File: src/rtl/mod_addsub_pipe.sv
// mod_addsub_pipe
//   Two-stage pipelined modular adder/subtractor for the shared NTT datapath.
//   Each operation is one of:
//     - two independent Kyber lanes packed as {hi, lo}, reduced mod KQ
//     - one full-width Dilithium word, reduced mod DQ
//   Stage 1 registers the raw sum, or the difference plus its borrow bit.
//   Stage 2 applies a single conditional correction by q.
//   Both stages advance together whenever the output is empty or being taken.
//
// Optional feature macro: MOD_ADDSUB_RANGE_CHK_EN
//   defined   -> out_err flags any operand (lane) >= its modulus; the flag
//                travels with its operation through the pipe
//   undefined -> out_err is tied to 0
//
// Ports
//   clk        clock
//   rst        asynchronous active-high reset
//   in_valid   operand pair valid
//   in_ready   block accepts operands this cycle (combinational)
//   mode       00 Kyber add, 01 Kyber sub, 10 Dilithium add, 11 Dilithium sub
//   a, b       operands, W = 2*LANE_W bits; Kyber modes pack {hi lane, lo lane}
//   out_valid  result valid
//   out_ready  downstream accepts the result
//   sum        modular result, packed the same way as the operands
//   out_err    operand range flag

module mod_addsub_pipe #(
    parameter int LANE_W = 12,
    parameter int KQ     = 3329,
    parameter int DQ     = 8380417
) (
    input  logic                  clk,
    input  logic                  rst,
    input  logic                  in_valid,
    output logic                  in_ready,
    input  logic [1:0]            mode,
    input  logic [2*LANE_W-1:0]   a,
    input  logic [2*LANE_W-1:0]   b,
    output logic                  out_valid,
    input  logic                  out_ready,
    output logic [2*LANE_W-1:0]   sum,
    output logic                  out_err
);

    localparam int W = 2 * LANE_W;

    // Moduli widened by one bit so they compare directly against raw sums.
    localparam logic [LANE_W:0] C_KQ_X = (LANE_W + 1)'(KQ);
    localparam logic [W:0]      C_DQ_X = (W + 1)'(DQ);

    logic              w_en;
    logic [LANE_W-1:0] w_a_lo, w_a_hi, w_b_lo, w_b_hi;
    logic [LANE_W:0]   w_k_lo, w_k_hi;
    logic [W:0]        w_d;
    logic [W-1:0]      w_corr;

    logic              r_s1_valid;
    logic [1:0]        r_s1_mode;
    logic [LANE_W:0]   r_s1_klo;
    logic [LANE_W:0]   r_s1_khi;
    logic [W:0]        r_s1_dw;
    logic              r_out_valid;
    logic [W-1:0]      r_sum;

    assign w_en      = ~r_out_valid | out_ready;
    assign in_ready  = w_en;
    assign out_valid = r_out_valid;
    assign sum       = r_sum;

    assign w_a_lo = a[LANE_W-1:0];
    assign w_a_hi = a[W-1:LANE_W];
    assign w_b_lo = b[LANE_W-1:0];
    assign w_b_hi = b[W-1:LANE_W];

    // Stage 1 raw results. The extra MSB is the carry on add, or the
    // borrow on sub. The Kyber lanes are built separately, so no carry or
    // borrow can cross the lane boundary.
    assign w_k_lo = mode[0] ? ({1'b0, w_a_lo} - {1'b0, w_b_lo})
                            : ({1'b0, w_a_lo} + {1'b0, w_b_lo});
    assign w_k_hi = mode[0] ? ({1'b0, w_a_hi} - {1'b0, w_b_hi})
                            : ({1'b0, w_a_hi} + {1'b0, w_b_hi});
    assign w_d    = mode[0] ? ({1'b0, a} - {1'b0, b})
                            : ({1'b0, a} + {1'b0, b});

    function automatic logic [LANE_W-1:0] fix_lane(input logic [LANE_W:0] raw,
                                                   input logic is_sub);
        logic [LANE_W:0] t;
        t = raw - C_KQ_X;
        if (is_sub)
            return raw[LANE_W] ? raw[LANE_W-1:0] + C_KQ_X[LANE_W-1:0]
                               : raw[LANE_W-1:0];
        else
            return (raw >= C_KQ_X) ? t[LANE_W-1:0] : raw[LANE_W-1:0];
    endfunction

    function automatic logic [W-1:0] fix_word(input logic [W:0] raw,
                                              input logic is_sub);
        logic [W:0] t;
        t = raw - C_DQ_X;
        if (is_sub)
            return raw[W] ? raw[W-1:0] + C_DQ_X[W-1:0] : raw[W-1:0];
        else
            return (raw >= C_DQ_X) ? t[W-1:0] : raw[W-1:0];
    endfunction

    assign w_corr = r_s1_mode[1] ? fix_word(r_s1_dw, r_s1_mode[0])
                                 : {fix_lane(r_s1_khi, r_s1_mode[0]),
                                    fix_lane(r_s1_klo, r_s1_mode[0])};

    always_ff @(posedge clk or posedge rst) begin
        if (rst) begin
            r_s1_valid  <= 1'b0;
            r_s1_mode   <= '0;
            r_s1_klo    <= '0;
            r_s1_khi    <= '0;
            r_s1_dw     <= '0;
            r_out_valid <= 1'b0;
            r_sum       <= '0;
        end else if (w_en) begin
            r_s1_valid  <= in_valid;
            r_out_valid <= r_s1_valid;
            if (in_valid) begin
                r_s1_mode <= mode;
                r_s1_klo  <= w_k_lo;
                r_s1_khi  <= w_k_hi;
                r_s1_dw   <= w_d;
            end
            // A bubble leaves the previous sum in place; only valid results load it.
            if (r_s1_valid)
                r_sum <= w_corr;
        end
    end

`ifdef MOD_ADDSUB_RANGE_CHK_EN
    localparam logic [LANE_W-1:0] C_KQ = (LANE_W)'(KQ);
    localparam logic [W-1:0]      C_DQ = (W)'(DQ);

    logic w_err;
    logic r_s1_err;
    logic r_err;

    assign w_err = mode[1] ? ((a >= C_DQ) || (b >= C_DQ))
                           : ((w_a_lo >= C_KQ) || (w_a_hi >= C_KQ) ||
                              (w_b_lo >= C_KQ) || (w_b_hi >= C_KQ));

    always_ff @(posedge clk or posedge rst) begin
        if (rst) begin
            r_s1_err <= 1'b0;
            r_err    <= 1'b0;
        end else if (w_en) begin
            if (in_valid)
                r_s1_err <= w_err;
            if (r_s1_valid)
                r_err <= r_s1_err;
        end
    end

    assign out_err = r_err;
`else
    assign out_err = 1'b0;
`endif

endmodule

File: config.mk
export PLATFORM = sky130hd
export DESIGN_NAME = mod_addsub_pipe
export DESIGN_NICKNAME = d
export VERILOG_FILES = /design/src/rtl/mod_addsub_pipe.sv
export SDC_FILE = /design/constraint.sdc
export NUM_CORES = 1
export LEC_CHECK = 0
export CAP_MARGIN = 20
export CORE_ASPECT_RATIO = 0.8
export CORE_MARGIN = 2
export CORE_UTILIZATION = 55
export DETAILED_ROUTE_END_ITERATION = 6
export PLACE_DENSITY = 0.79
export SYNTH_ARGS = -nofsm -noshare
export SYNTH_HDL_FRONTEND = slang
export SYNTH_SLANG_ARGS = --single-unit
File: constraint.sdc
create_clock -name clk -period 4 [get_ports clk]
set_clock_uncertainty 0.15 [all_clocks]
set_input_delay 0.8 -clock clk [delete_from_list [all_inputs] [get_ports clk]]
set_output_delay 0.8 -clock clk [all_outputs]
set_load 0.03 [all_outputs]
==> metrics.md, run 1 <==
| Metric | Value |
|---|---|
| Clk buf depth | `2` |
| Placed Area | `8172 sq um` |
| Chip Height | `103.0 microns` |
| Status | `completed` |
| #FFs+latches synth | `67` |
| GP Congestion | `0.9393` |
| Via density | `5.915` |
| TritonCTS Sinks | `67` |
| Post-route ant nets | `0` |
| Clock slew at reported path FFs | `~50 ps` |
| Final Setup Violations | `0` |
| PortBufs | `79` |
| Pin count of the biggest net entering global routing | `44` |
| Die Wd | `127.8 microns` |
| Synth Area per Inst | `between 7 and 8 sq um` |
| Final critical-path share of the clock period | `~94%` |
| Crit. Startpoint | `b[8]` |
| Max-cap viol count | `0` |
| Fin. max-slew vios | `0` |
| Mapped cell area | `6740 sq um` |
| Hold Crit Start | `sum[11]$_DFFE_PP0P_` |
| Post-route DRC | `0` |
| Sequential area share after synthesis | `between 20% and 30%` |
| Area growth syn-to-layout | `26.95%` |
| CP Launch Type | `primary input` |
| Multi-input logic area | `4807 sq um` |
| Mux cell area share after synthesis | `1.077%` |
| H-Tree Depth | `3` |
| Lkg Pwr | `3.642 nW` |
| Crit path time final | `3769 ps` |
| Total gr overflow | `0` |
| First-pass GRT wire length | `29.82 mm` |
| Fillers | `975` |
| Post-Synthesis Cells | `~870` |
| Reg-to-reg startpoint | `r_s1_klo[1]$_DFFE_PP0P_` |
| Fmax | `265.3 MHz` |
| CTS Hold Buffers Added | `0` |
| Pre-antenna DRT Iters | `7` |
| Fin nets | `roughly 1100` |
| Synth Area in Adders | `8.762%` |
| Vias | `6856` |
| Post-synth top area share | `24.87%` |
| Die area | `13160 sq um` |
| Final setup margin | `230.7 ps` |
| Clock Root Buffer | `clkbuf_16` |
| RSZ-0062 raised after global routing | `no` |
| Xor and xnor area share after synthesis | `between 10% and 20%` |
| Worst-Margin Slew | `1022 ps` |
| Largest family of logic cells by synthesized area | `compound AO/OA/AOI/OAI gates` |
| Layout cells sized above 1 | `a little over an eighth` |
| Vias in the first global route | `5990` |
| Drt wl/cell | `15.67 microns` |
| Post-synth EDFFs | `0` |
| Top cells by area, synth | `dfrtp_1, ha_1, xnor2_1` |
| WL final | `roughly 18 mm` |
| Synth area leader | `dfrtp_1` |
| Row cnt | `36` |
| Syn. warnings | `0` |
| DP HPWL | `between 10 and 15 mm` |
| Max rail drop VDD | `0.0002291 V` |
| CP arrival | `3840 ps` |
| PwrDens | `502.5 nW/um^2` |
| Hold Crit Class | `register to register` |
| Crit end category | `register` |
| Post-synth top cells | `nand2_1, o21ai_0, nor2_1` |
| Simple-gate share of the synthesized area | `22.72%` |
| Initial Utilization | `55.84%` |
| Critical Path RT | `4070 ps` |
| Main synth FF type | `dfrtp_1` |
| Final hold violation count | `0` |
| Storage cell area | `between 1500 and 2000 sq um` |
| Top-count cell post-synth | `nand2_1` |
| CP max FO | `6` |
| Top Ports | `81` |
| Synth Area in Compound Gates | `26.27%` |
| Kind of critical path | `primary input to register` |
| 1st-iter DRT viols | `698` |
| CTS buffer count | `9` |
| Worst rel slew slack | `31.87%` |
| Clk_lat worst skew | `340 ps` |
| Cell variety after synth | `69` |
| Post-route cell area | `8557 sq um` |
| Core ar. | `12070 sq um` |
| CTS tree | `yes` |
| GRT Overall Usage | `28.13%` |
| Diode count | `0` |
| Asr flop ratio synth | `100.0%` |
| Place WS | `-169.4 ps` |
| Initial antenna violation count | `0` |
| Synthesized net count | `974` |
## through the flow
stage / hold WS [ps] / power [mW] / cells / util [%] / TNS [ps]
5_1_grt: 373.6 / 4.588 / 1159 / 70.89 / 0
4_1_cts: 335.3 / 4.271 / 1159 / 70.40 / 0
6_report: 332.6 / 4.299 / 1159 / 70.89 / 0
3_3_place_gp: 309.9 / 3.341 / 1144 / 67.69 / -407.7
2_1_floorplan: 300.7 / 2.632 / 874 / - / 0
3_5_place_dp: 322.2 / 3.393 / 1144 / 67.69 / -1153
## registers in the layout, summed over array words and instances (netlist names)
| signal | count |
|---|---|
| r_s1_klo | 13 |
| r_s1_khi | 13 |
| sum | 24 |
| r_s1_mode | 2 |
| out_valid | 1 |
| r_s1_dw | 13 |
| r_s1_valid | 1 |
## metal layers
layer	global-route usage, %	vias to the layer above	part of all wire (%)
met5	0	-	0
met2	43.36	233	43
met1	41.64	3174	50
met4	6.255	0	0.74
li1	-	3437	-
met3	4.567	12	5.7
## layout by cell type (no fill, tap or decap), types with 8 or more instances in the layout
master / n
or3_1: 12
buf_4: 84
ha_1: 44
nand2_1: 92
and2_1: 9
a21oi_1: 58
o21a_1: 12
nand4_1: 13
and3_1: 12
clkdlybuf4s50_1: 78
dfrtp_1: 67
xnor2_1: 56
nor2_1: 76
o21ai_0: 86
nand2b_1: 16
o31ai_1: 8
a22oi_1: 8
a21o_1: 11
clkbuf_16: 9
xor2_1: 33
nand3_1: 22
a31oi_1: 18
nor3_1: 19
inv_1: 28
nor4_1: 10
## logic make-up (layout without fill, tap and decap cells)
group,after synthesis,count (layout)
simple gates,314,314
compound gates,274,274
xor+xnor,89,89
buf+inv,76,209
flops,67,67
fa+ha+maj,46,46
mux,7,7
other cells,1,1
## worst paths after layout
kind                                       endpoint  slack (ps)  cells after the start
min                             sum[11]$_DFFE_PP0P_         330                      2
max in group asynchronous  r_s1_khi[12]$_DFFE_PP0P_        2140                      3
max                         r_s1_dw[21]$_DFFE_PP0P_         230                     15
min in group asynchronous        sum[6]$_DFFE_PP0P_         650                      2
min reg2reg                     sum[11]$_DFFE_PP0P_         330                      2
max reg2reg                     sum[20]$_DFFE_PP0P_         890                      9
## final cells by class
cell class	instances	share of cell area [%]
clock buffer	11	2.954
inverter	30	1.316
multi-input combinational	731	56.18
sequential	67	19.59
timing repair buffer	164	16.87
clock inverter	4	0.8627
tap	152	2.223
## report_power, final
part | switching [mW] | internal (mW)
sequential | 0.335 | 0.922
combinational | 1.20 | 0.978
clock | 0.288 | 0.575
total | 1.82 | 2.47
## timing repair
action | CTS | global route
setup buffers | 0 | 0
gates resized for setup | 0 | 16
endpoints found under the setup margin | 0 | 10
## critical path: stages
cell and delay [ps]:
clkdlybuf4s50_1 440, nor3_1 270, a41oi_1 180, o21bai_1 240, nor2_1 150, xor2_1 190, ha_1 290, buf_4 170
nand3_1 120, nor2_1 80, nor4b_2 280, a31oi_2 160, a31oi_1 240, xor2_1 150, o21ai_0 90
(Power assumes the default switching activity.)
==> run 2: changes to the inputs <==
- CELL_PAD_IN_SITES_DETAIL_PLACEMENT: unset -> 0
- CELL_PAD_IN_SITES_GLOBAL_PLACEMENT: unset -> 2
- CORE_UTILIZATION: 55 -> 36
- PLACE_DENSITY: 0.79 -> 0.95
==> run 2 against run 1 <==
  * Power decreased by 0.67%
  * Highest routed layer unchanged
  * Via count decreased by 1.5%
  * Sequential power about the same
  * Critical endpoint is now r_s1_dw[23]$_DFFE_PP0P_
  * First-iteration DRC count decreased by 24%
  * Non-clock buffer count increased by 19
  * Sequential share of layout area decreased by 0.44 points
  * Combinational power about the same
  * Cell count increased by 10%
  * Fmax decreased by 0.71%
  * Count of clock-buffer cells in the layout unchanged
  * Register-to-register slack improved by 170 ps
==> metrics.md, run 2 (same netlist as run 1, synthesis figures left out) <==
| Metric | Value |
|---|---|
| Status | `completed` |
| Final cell count without fillers | `1279` |
| Post-route ant nets | `0` |
| CTS tree | `yes` |
| Fmax | `263.4 MHz` |
| Die area | `19840 sq um` |
| Via density | `5.281` |
| Storage cell area | `1677 sq um` |
| Clk buf depth | `2` |
| Worst rel slew slack | `35.40%` |
| Multi-input logic area | `roughly 4800 sq um` |
| Fin. max-slew vios | `0` |
| Most frequent cells in the layout | `buf_4, nand2_1, o21ai_0` |
| Lkg Pwr | `3.698 nW` |
| Fillers | `1822` |
| DP HPWL | `about 15 mm` |
| Total power | `4.271 mW` |
| Core ar. | `18220 sq um` |
| Critical Path RT | `roughly 4100 ps` |
| Max-cap viol count | `0` |
| Kind of critical path | `primary input to register` |
| Post-cts resize count | `0` |
| Drt wl/cell | `14.93 microns` |
| Crit end category | `register` |
| RSZ-0062 raised after global routing | `yes` |
| Cell count after placement | `1264` |
| Row cnt | `44` |
| Final hold violation count | `0` |
| Initial Utilization | `36.99%` |
| Post-route DRC | `0` |
| Fin nets | `1122` |
| CTS Hold Buffers Added | `0` |
| Top Ports | `~80` |
| CTS buffer count | `9` |
| Layout cells sized above 1 | `14.33%` |
| Vias in the first global route | `between 6000 and 7000` |
| Chip Height | `126.4 microns` |
| CP max FO | `6` |
| Clock slew at reported path FFs | `50 ps` |
| Diode count | `0` |
| PortBufs | `79` |
| Clk_lat worst skew | `340 ps` |
| 1st-iter DRT viols | `528` |
| Area growth syn-to-layout | `29.89%` |
| WL final | `19.10 mm` |
| Max rail drop VDD | `roughly 0.00024 V` |
| GP Congestion | `0.8774` |
| GRT Overall Usage | `19.71%` |
| Die Wd | `157.0 microns` |
| CP Launch Type | `primary input` |
| Pin count of the biggest net entering global routing | `between 60 and 70` |
| Final setup margin | `about 200 ps` |
| Clock Root Buffer | `clkbuf_16` |
| Commonest non-fill, non-tap cell in the layout | `buf_4` |
| Initial antenna violation count | `0` |
| Vias | `6755` |
| PwrDens | `487.8 nW/um^2` |
| Place WS | `-199.2 ps` |
| Worst-Margin Slew | `969.1 ps` |
| Final critical-path share of the clock period | `94.91%` |
| Final Setup Violations | `0` |
| First-pass GRT wire length | `31.90 mm` |
| TritonCTS Sinks | `between 60 and 70` |
| Pre-antenna DRT Iters | `5` |
| Max reg flops | `24` |
| Crit path time final | `3796 ps` |
| H-Tree Depth | `3` |
| CP arrival | `~3900 ps` |
| Total gr overflow | `0` |
| Post-CTS setup buffers | `0` |
| Hold Crit Class | `register to register` |
## run 2: cell types whose count changed in the layout (fill, tap and decap cells not counted), sizes merged
cell,before,now
buf,85,104
clkinvlp,0,2
dlymetal6s2s,1,0
bufinv,2,1
clkinv,3,2
clkdlybuf4s50,78,79
## run 2: final timing paths
kind                                    startpoint                      end  slack (ps)  cells past startpoint
max                                           b[4]  r_s1_dw[23]$_DFFE_PP0P_         200                     16
min                             sum[3]$_DFFE_PP0P_       sum[3]$_DFFE_PP0P_         330                      2
max reg2reg                r_s1_klo[1]$_DFFE_PP0P_      sum[12]$_DFFE_PP0P_        1060                     10
min reg2reg                     sum[3]$_DFFE_PP0P_       sum[3]$_DFFE_PP0P_         330                      2
max in group asynchronous                      rst       sum[8]$_DFFE_PP0P_        2260                      3
min in group asynchronous                      rst  r_s1_klo[2]$_DFFE_PP0P_         870                      3
## run 2: power by group
group          switching, mW  total (mW)  internal, mW
clock                  0.298       0.810         0.512
combinational           1.20        2.20         0.996
sequential             0.341        1.26         0.921
## run 2: layer usage
layer  wire, microns  GRT usage (%)  part of all wire [%]  vias to the layer above
li1                -              -                     -                     3476
met1           10520          31.83                    55                     3092
met2            7452          27.50                    39                      178
met3             986          2.597                   5.2                        9
met4             135          3.832                  0.71                        0
met5               0              0                     0                        -
## run 2: per-stage QoR
stage	area, sq um	TNS [ps]	hold slack (ps)	util (%)
after floorplan	6740	0	300.7	-
after global placement	8428	-911.3	312.4	46.25
after detailed placement	8428	-1172	323.4	46.25
after CTS	8731	0	335.1	47.91
after global routing	8755	-6.342	354.4	48.04
final	8755	0	328.6	48.04
## run 2: layout make-up
type,instances,area share (%)
Inverter,30,1.286
Sequential cell,67,19.15
Clock inverter,4,0.5717
Clock buffer,11,2.887
Multi-Input combinational cell,731,54.54
Tap cell,253,3.616
Timing Repair Buffer,183,17.95
## run 2: worst max-delay path, stage by stage
cell             delay, ps
clkdlybuf4s50_1        420
nor3_1                 190
buf_4                  140
and3_1                 230
a31oi_1                100
buf_4                  170
xnor2_1                120
ha_1                   350
nand4_1                150
a211oi_1               200
o21ai_0                110
buf_4                  150
a31oi_1                200
buf_4                  170
nand3_1                110
o221a_2                260
==> run 3: changes to the inputs <==
- CAP_MARGIN: 20 -> 5
==> results of run 3 <==
Same layout as run 2: the final DEF is identical, and so are final timing and power.
